`config.mk`:
```
export PLATFORM = sky130hd
export DESIGN_NAME = branch_decode_queue
export DESIGN_NICKNAME = d
export VERILOG_FILES = /design/src/rtl/branch_decode_queue.sv
export SDC_FILE = /design/constraint.sdc
export NUM_CORES = 1
export LEC_CHECK = 0
export CAP_MARGIN = 20
export CORE_UTILIZATION = 50
export DETAILED_ROUTE_END_ITERATION = 6
export GPL_TIMING_DRIVEN = 0
export HOLD_SLACK_MARGIN = 0.02
export MAX_ROUTING_LAYER = met4
export PLACE_DENSITY = 0.84
export SYNTH_ARGS = -nofsm -noshare
export SYNTH_HDL_FRONTEND = slang
export SYNTH_SLANG_ARGS = --single-unit
```
`constraint.sdc`:
```
create_clock -name clock_i -period 16.2 [get_ports clock_i]
set_input_delay 2.43 -clock clock_i [delete_from_list [all_inputs] [get_ports clock_i]]
set_output_delay 2.43 -clock clock_i [all_outputs]
set_load 0.1 [all_outputs]
```
`src/rtl/branch_decode_queue.sv`:
```
// Branch-class decoder (bc / b / bclr / bcctr / bctar) feeding a FifoDepth-entry
// valid/ready queue toward the branch unit, with saturating decoded/invalid counters.
module branch_decode_queue #(
  parameter int addressWidth            = 64,
  parameter int instructionWidth        = 32,
  parameter int PidSize                 = 20,
  parameter int TidSize                 = 16,
  parameter int instructionCounterWidth = 64,
  parameter int opcodeSize              = 12,
  parameter int funcUnitCodeSize        = 3,
  parameter int BranchUnitID            = 6,
  parameter int FifoDepth               = 2,
  parameter int countWidth              = 32
) (
  input  logic                               clock_i,
  input  logic                               reset_i,
  input  logic                               valid_i,
  output logic                               ready_o,
  input  logic [instructionWidth-1:0]        instruction_i,
  input  logic [addressWidth-1:0]            instructionAddress_i,
  input  logic                               is64Bit_i,
  input  logic [PidSize-1:0]                 instructionPid_i,
  input  logic [TidSize-1:0]                 instructionTid_i,
  input  logic [instructionCounterWidth-1:0] instructionMajId_i,
  output logic                               valid_o,
  input  logic                               ready_i,
  output logic [opcodeSize-1:0]              opcode_o,
  output logic [funcUnitCodeSize-1:0]        functionalUnitType_o,
  output logic [addressWidth-1:0]            instructionAddress_o,
  output logic [addressWidth-1:0]            targetAddress_o,
  output logic [1:0]                         tgtSrc_o,
  output logic [4:0]                         bo_o,
  output logic [4:0]                         bi_o,
  output logic [1:0]                         bh_o,
  output logic                               ctrDecrement_o,
  output logic                               lk_o,
  output logic [instructionCounterWidth-1:0] instMajId_o,
  output logic                               is64Bit_o,
  output logic [PidSize-1:0]                 instPid_o,
  output logic [TidSize-1:0]                 instTid_o,
  output logic [countWidth-1:0]              decodedCount_o,
  output logic [countWidth-1:0]              invalidCount_o
);

  localparam int PtrW = (FifoDepth > 1) ? $clog2(FifoDepth) : 1;
  localparam int CntW = $clog2(FifoDepth + 1);

  typedef struct packed {
    logic [opcodeSize-1:0]              opcode;
    logic [funcUnitCodeSize-1:0]        fu;
    logic [addressWidth-1:0]            addr;
    logic [addressWidth-1:0]            target;
    logic [1:0]                         tgt_src;
    logic [4:0]                         bo;
    logic [4:0]                         bi;
    logic [1:0]                         bh;
    logic                               ctr_dec;
    logic                               lk;
    logic [instructionCounterWidth-1:0] maj_id;
    logic                               is64;
    logic [PidSize-1:0]                 pid;
    logic [TidSize-1:0]                 tid;
  } entry_t;

  function automatic logic [countWidth-1:0] sat_inc(input logic [countWidth-1:0] v);
    return (&v) ? v : v + countWidth'(1);
  endfunction

  // In 32-bit mode the architected upper word of a computed target is zero.
  function automatic logic [addressWidth-1:0] mode_mask(input logic [addressWidth-1:0] t,
                                                        input logic is64);
    logic [addressWidth-1:0] r;
    r = t;
    if (!is64) begin
      for (int i = 32; i < addressWidth; i++) r[i] = 1'b0;
    end
    return r;
  endfunction

  entry_t                 r_mem [FifoDepth];
  logic [PtrW-1:0]        r_wr;
  logic [PtrW-1:0]        r_rd;
  logic [CntW-1:0]        r_count;
  logic [countWidth-1:0]  r_decoded;
  logic [countWidth-1:0]  r_invalid;

  logic [5:0]                     w_prim;
  logic [9:0]                     w_xo;
  logic                           w_is_bc, w_is_b, w_is_bclr, w_is_bcctr, w_is_bctar, w_is_xl;
  logic                           w_valid_op;
  logic signed [addressWidth-1:0] w_ext;
  logic [addressWidth-1:0]        w_base;
  entry_t                         w_entry;
  entry_t                         w_head;
  logic                           w_accept, w_push, w_drop, w_pop;

  // Decode (instruction bit 0 is the MSB, so IBM field [a:b] sits at [31-a:31-b])
  assign w_prim     = instruction_i[31:26];
  assign w_xo       = instruction_i[10:1];
  assign w_is_bc    = (w_prim == 6'd16);
  assign w_is_b     = (w_prim == 6'd18);
  assign w_is_bclr  = (w_prim == 6'd19) && (w_xo == 10'd16);
  assign w_is_bcctr = (w_prim == 6'd19) && (w_xo == 10'd528);
  assign w_is_bctar = (w_prim == 6'd19) && (w_xo == 10'd560);
  assign w_is_xl    = w_is_bclr || w_is_bcctr || w_is_bctar;
  // bcctr that decrements CTR is an invalid form
  assign w_valid_op = w_is_bc || w_is_b || w_is_bclr || w_is_bctar
                      || (w_is_bcctr && instruction_i[23]);

  always_comb begin
    w_ext = '0;
    if (w_is_bc)
      w_ext = {{(addressWidth-16){instruction_i[15]}}, instruction_i[15:2], 2'b00};
    else if (w_is_b)
      w_ext = {{(addressWidth-26){instruction_i[25]}}, instruction_i[25:2], 2'b00};
  end

  assign w_base = instruction_i[1] ? '0 : instructionAddress_i;

  always_comb begin
    w_entry         = '0;
    w_entry.fu      = funcUnitCodeSize'(BranchUnitID);
    w_entry.addr    = instructionAddress_i;
    w_entry.lk      = instruction_i[0];
    w_entry.maj_id  = instructionMajId_i;
    w_entry.is64    = is64Bit_i;
    w_entry.pid     = instructionPid_i;
    w_entry.tid     = instructionTid_i;
    if (!w_is_b) begin
      w_entry.bo = instruction_i[25:21];
      w_entry.bi = instruction_i[20:16];
    end
    if (w_is_xl) w_entry.bh = instruction_i[12:11];
    if (w_is_bc || w_is_b)
      w_entry.target = mode_mask(w_base + $unsigned(w_ext), is64Bit_i);
    w_entry.ctr_dec = (w_is_bc || w_is_bclr || w_is_bctar) && !instruction_i[23];
    if (w_is_bc)         begin w_entry.opcode = opcodeSize'(24); w_entry.tgt_src = 2'd0; end
    else if (w_is_b)     begin w_entry.opcode = opcodeSize'(25); w_entry.tgt_src = 2'd0; end
    else if (w_is_bclr)  begin w_entry.opcode = opcodeSize'(26); w_entry.tgt_src = 2'd1; end
    else if (w_is_bcctr) begin w_entry.opcode = opcodeSize'(27); w_entry.tgt_src = 2'd2; end
    else if (w_is_bctar) begin w_entry.opcode = opcodeSize'(28); w_entry.tgt_src = 2'd3; end
  end

  // Queue handshake; full blocks input even when the head is popped this cycle
  assign ready_o  = (r_count != CntW'(FifoDepth));
  assign valid_o  = (r_count != '0);
  assign w_accept = valid_i && ready_o;
  assign w_push   = w_accept && w_valid_op;
  assign w_drop   = w_accept && !w_valid_op;
  assign w_pop    = valid_o && ready_i;

  always_ff @(posedge clock_i) begin
    if (reset_i) begin
      r_count   <= '0;
      r_wr      <= '0;
      r_rd      <= '0;
      r_decoded <= '0;
      r_invalid <= '0;
      for (int i = 0; i < FifoDepth; i++) r_mem[i] <= '0;
    end else begin
      if (w_push) begin
        r_mem[r_wr] <= w_entry;
        r_wr        <= r_wr + PtrW'(1);
        r_decoded   <= sat_inc(r_decoded);
      end
      if (w_drop) r_invalid <= sat_inc(r_invalid);
      if (w_pop)  r_rd <= r_rd + PtrW'(1);
      if (w_push && !w_pop)      r_count <= r_count + CntW'(1);
      else if (!w_push && w_pop) r_count <= r_count - CntW'(1);
    end
  end

  // Head entry drives the output bus
  assign w_head               = r_mem[r_rd];
  assign opcode_o             = w_head.opcode;
  assign functionalUnitType_o = w_head.fu;
  assign instructionAddress_o = w_head.addr;
  assign targetAddress_o      = w_head.target;
  assign tgtSrc_o             = w_head.tgt_src;
  assign bo_o                 = w_head.bo;
  assign bi_o                 = w_head.bi;
  assign bh_o                 = w_head.bh;
  assign ctrDecrement_o       = w_head.ctr_dec;
  assign lk_o                 = w_head.lk;
  assign instMajId_o          = w_head.maj_id;
  assign is64Bit_o            = w_head.is64;
  assign instPid_o            = w_head.pid;
  assign instTid_o            = w_head.tid;
  assign decodedCount_o       = r_decoded;
  assign invalidCount_o       = r_invalid;

endmodule

```
; Word-level counts from Yosys, hierarchy flattened
; Memories as Yosys holds them, arrays and structs flattened. A register that Yosys moved wholly into a read port is not among the register bits.
; Cells that the tools add are included.
[word_totals]
register_bits = 68
mem_bits_rw = 504
in_bits = 201
elab_cells = 81
memories = 1
[memory_table]
columns = memory, words, width, read_ports, rd_ports_with_merged_regs, wr, line
row1 = r_mem, 2, 252, 1, 1, 2, 80  ; entry_t r_mem [FifoDepth];
[classes]
add_sub_neg = 7
eq_ne = 7
n_mux = 29
bitwise = 2
n_reduce_logical = 30
[op_table]
columns = operator, n
row1 = $mux 64, 4
row2 = $mux 252, 1
row3 = $reduce_or 252->1, 1
row4 = $add 32x1->32 const B, 2
row5 = $add 64x64->64, 1
row6 = $reduce_and 32->1, 2
row7 = $mux 32, 1
row8 = $mux 5, 5
row9 = $eq 10x10->1 const B, 2
row10 = $eq 6x5->1 const B, 3
row11 = $mux 2, 8
row12 = $logic_and 1x1->1, 11
row13 = $eq 10x5->1 const B, 1
row14 = $mux 10, 1
row15 = $mux 1, 9
row16 = $logic_or 1x1->1, 8
row17 = $logic_not 1->1, 4
row18 = $reduce_and 2->1, 2
row19 = $reduce_bool 2->1, 2
row20 = $add 1x1->1 const B, 2
row21 = $add 2x1->2 const B, 1
row22 = $ne 2x2->1 const B, 1
row23 = $not 1->1, 2
row24 = $sub 2x1->2 const B, 1

; Longest topological paths before layout
[logic_depth]
word_depth = 11
ltp_mapped = 20
depth_no_buf = 15

; Least setup slack after synthesis
; Ideal clock, no wire load.
[synth_path]
path_kind = input port to flip-flop
from = input port instruction_i[27]
to = memory r_mem[0][0] (netlist bit) (enable)
setup_time_ns = 0.655
arrival_ns = 9.479
required_time_ns = 15.545
slack_ns = 6.066
path_stages = 7
path_cell_list = clkbuf_1 nor4bb_1 nand3_1 o31ai_1 nand3_1 or2_2 nand2b_1
[synth_lines]
columns = element, line
row1 = "start, declared", 19  ; input logic [instructionWidth-1:0] instruction_i,
row2 = "end, declared", 80

==> metrics.txt <==
DP Cell Count=3752; total negative slack=0 ns; crit path max-delay cell type=buf_1; vias per std cell=5.549; synth top area cells=edfxtp_1, mux2_2, and2_1; top cell type's share of synthesized area=51.73%; most frequent CP cell=clkbuf_1; Hold Crit Depth=2; routed len/inst=21.74 microns; sequential share of power=38.9%; CP Max Fanout=10; max-cap viol count=0; cell area after layout=37180 sq um; Logic pwr share=29.6%; count leader, synth=edfxtp_1; Post-DRT Antenna Nets=0; leakage=13.86 nW; final worst slack=6.400 ns; Layout area overhead=28.64%; first-pass GRT wire length=126200 microns; synthesized flop and latch total=569; Avg Cell Area, Syn=11.73 sq um; Net Sw Frac=35.82%; Critical Path Start Type=input port; clock slew seen by the registers of the worst setup and hold paths=0.06 ns; Synth warnings=0; Routed WL=83950 microns; Tmin final=9.800 ns; Die Width=242.4 microns; htree depth=2; CTS sink count=569; CP Capture Type=register; crit-path cells=clkdlybuf4s50_1 -> clkbuf_1 -> clkbuf_1 -> clkbuf_1 -> clkbuf_1 -> buf_1 -> clkbuf_1 -> nor2b_1 -> fa_1 -> a211oi_1 -> o21ai_0 -> o221ai_1 -> o211ai_1 -> a21bo_2 -> a41oi_1 -> o311ai_0 -> a21oi_1 -> o211ai_1 -> xnor2_1 -> nor2_1; Achievable Freq=102.0 MHz; vias=21426; WHS=0.4727 ns; period utilization=60.49%; Sw Pwr=1.524 mW; sequential element share of the synthesized area=56.65%; Inserted Clock Buffers=57; Initial Utilization=50.97%; Cell Pwr Density=114.4 nW/um^2; CTS Root Cell=clkbuf_16; worst hold-check path type=reg2reg; placed inst area=35300 sq um; 1st-iter DRT viols=1392; Least-Margin Pin Slew=1.139 ns; Tot GR Track Use=28.63%; Commonest cells post-synth=edfxtp_1, and2_1, mux2_2; antenna violations before repair=2; Peak VDD IR=0.00009109 V; post-CTS setup buffers=0; Final Skew=0.01860 ns; nets=3310; endpoints failing setup=0; cell taking the most area after synthesis=edfxtp_1; Core Region=56710 sq um; pin count of the biggest net entering global routing=67; post-cts sizing count=0; RSZ-0062 raised after global routing=no; clk buf depth=3; FF-to-FF path depth=11; Die H=242.4 microns; # IOs=527; Distinct cells, synth=71; Critical Path RT=16.56 ns; CTS tree=done; first drt pass iteration count=5; gpl congestion=0.9312; Residual DRC=0; max incr delay on CP=0.78 ns; Slew Viols, Final=0; clock power share=31.5%; max_slew headroom=23.86%; PortBufs=514; Synth async-reset ratio=0%; Synth Cell Area=28910 sq um; Non-Filler Instances=3861; outcome=finished, final reports clean; Post-synth top flop=edfxtp_1; worst slack, placed=5.888 ns; Cells after Synth=2464; number of global-route vias before repair=21687; Post-CTS Hold Buffers=0; Pint=2.730 mW; EDFF count, synth=498; Final Hold Vio Count=0; final HPWL from detailed placement=62590 microns; share of cells above drive strength 1=12.31%; GRT overflow=0; worst skew pair latency=0.63 ns; die area=58780 sq um; Rows=87; WP data arrival=10.16 ns; Setup CP Type=in2reg
[cell usage in the layout, fill, tap and decap left out, types with 7 or more instances in the layout]
cell type / netlist / layout
clkinv_2: 0 / 10
nand2b_1: 11 / 10
clkdlybuf4s50_1: 0 / 514
a21o_1: 39 / 39
buf_16: 0 / 8
or3_1: 20 / 20
and3_1: 59 / 59
nor2_1: 227 / 227
xnor2_1: 61 / 61
o21a_1: 7 / 7
clkinv_1: 0 / 10
mux2_2: 251 / 251
buf_4: 10 / 11
nor3_1: 18 / 18
nand3_1: 42 / 42
dfxtp_1: 71 / 71
nand2_1: 125 / 125
o211ai_1: 8 / 8
clkbuf_16: 0 / 57
and2_1: 358 / 358
ha_1: 53 / 53
or2_2: 8 / 7
conb_1: 1 / 8
nor2b_1: 68 / 68
a21oi_1: 93 / 93
a31oi_1: 7 / 7
edfxtp_1: 498 / 498
nand4_1: 23 / 23
xor2_1: 66 / 66
and4_1: 8 / 8
o21ai_0: 66 / 66
o31ai_1: 8 / 8
nor4_1: 14 / 14
clkbuf_1: 137 / 149
inv_1: 19 / 19
[stage by stage]
step / power [mW] / utilization (%)
floorplan: 2.642 / -
global placement: 2.946 / 61.76
detailed placement: 2.942 / 62.24
CTS: 4.271 / 65.56
global route: 4.355 / 65.57
finish: 4.254 / 65.57
[registers in the layout (all words and copies together), names as in the netlist, named ones only]
signal,count
r_mem,500
decodedCount_o,32
invalidCount_o,32
r_count,2
r_rd,1
r_wr,1
[cell families after synthesis]
group                      Yosys count  synth area share [%]
xor gates and xnor gates           127                 3.848
DFF                                569                 56.65
adders and majority gates           54                 2.363
muxes                              258                 10.04
buffers and inverters              173                 2.402
other                                1               0.01297
and+or+nand+nor                   1001                 18.60
AOI/OAI and AO/OA                  281                 6.082
[path summary, 6_finish.rpt]
check,slack [ns],startpoint,endpoint
max,6.40,instruction_i[1],r_mem[0][179]
min,0.47,r_mem[0][245],r_mem[0][245]
max reg2reg,11.57,r_count[0],r_mem[1][16]
min reg2reg,0.47,r_mem[0][245],r_mem[0][245]
[power groups by stage]
stage | clock network (mW) | registers, mW | logic, mW
6_report | 1.34 | 1.65 | 1.26
5_1_grt | 1.40 | 1.66 | 1.29
4_1_cts | 1.35 | 1.65 | 1.26
3_5_place_dp | 0 | 1.69 | 1.26
3_3_place_gp | 0 | 1.70 | 1.25
2_1_floorplan | 0 | 1.70 | 0.943
[worst max-delay path, delay by kind of cell]
family | cells | cell delay, ns
buffers and inverters | 7 | 3.80
adders and majority gates | 1 | 0.48
and+or+nand+nor | 2 | 0.28
xor gates and xnor gates | 1 | 0.32
AOI/OAI and AO/OA | 9 | 2.79
[metal layers]
metal	vias up	global-route usage, %	part of all wire [%]
li1	9970	-	-
met1	10466	35.66	41
met2	812	47.15	49
met3	178	4.287	6.6
met4	0	10.76	3.8
met5	-	-	0
[cell type report]
cell class              count  area, sq um
diodes                      2        5.005
plain buffers             153        615.6
clock buffers              73         1516
clock inverters            34        364.1
fillers                  4214        19530
inverters                  20        80.08
multi-input cells        1729        11880
flip-flops and latches    569        16380
well taps                 756        945.9
repair buffers            525         5403
(Power assumes the default switching activity.)
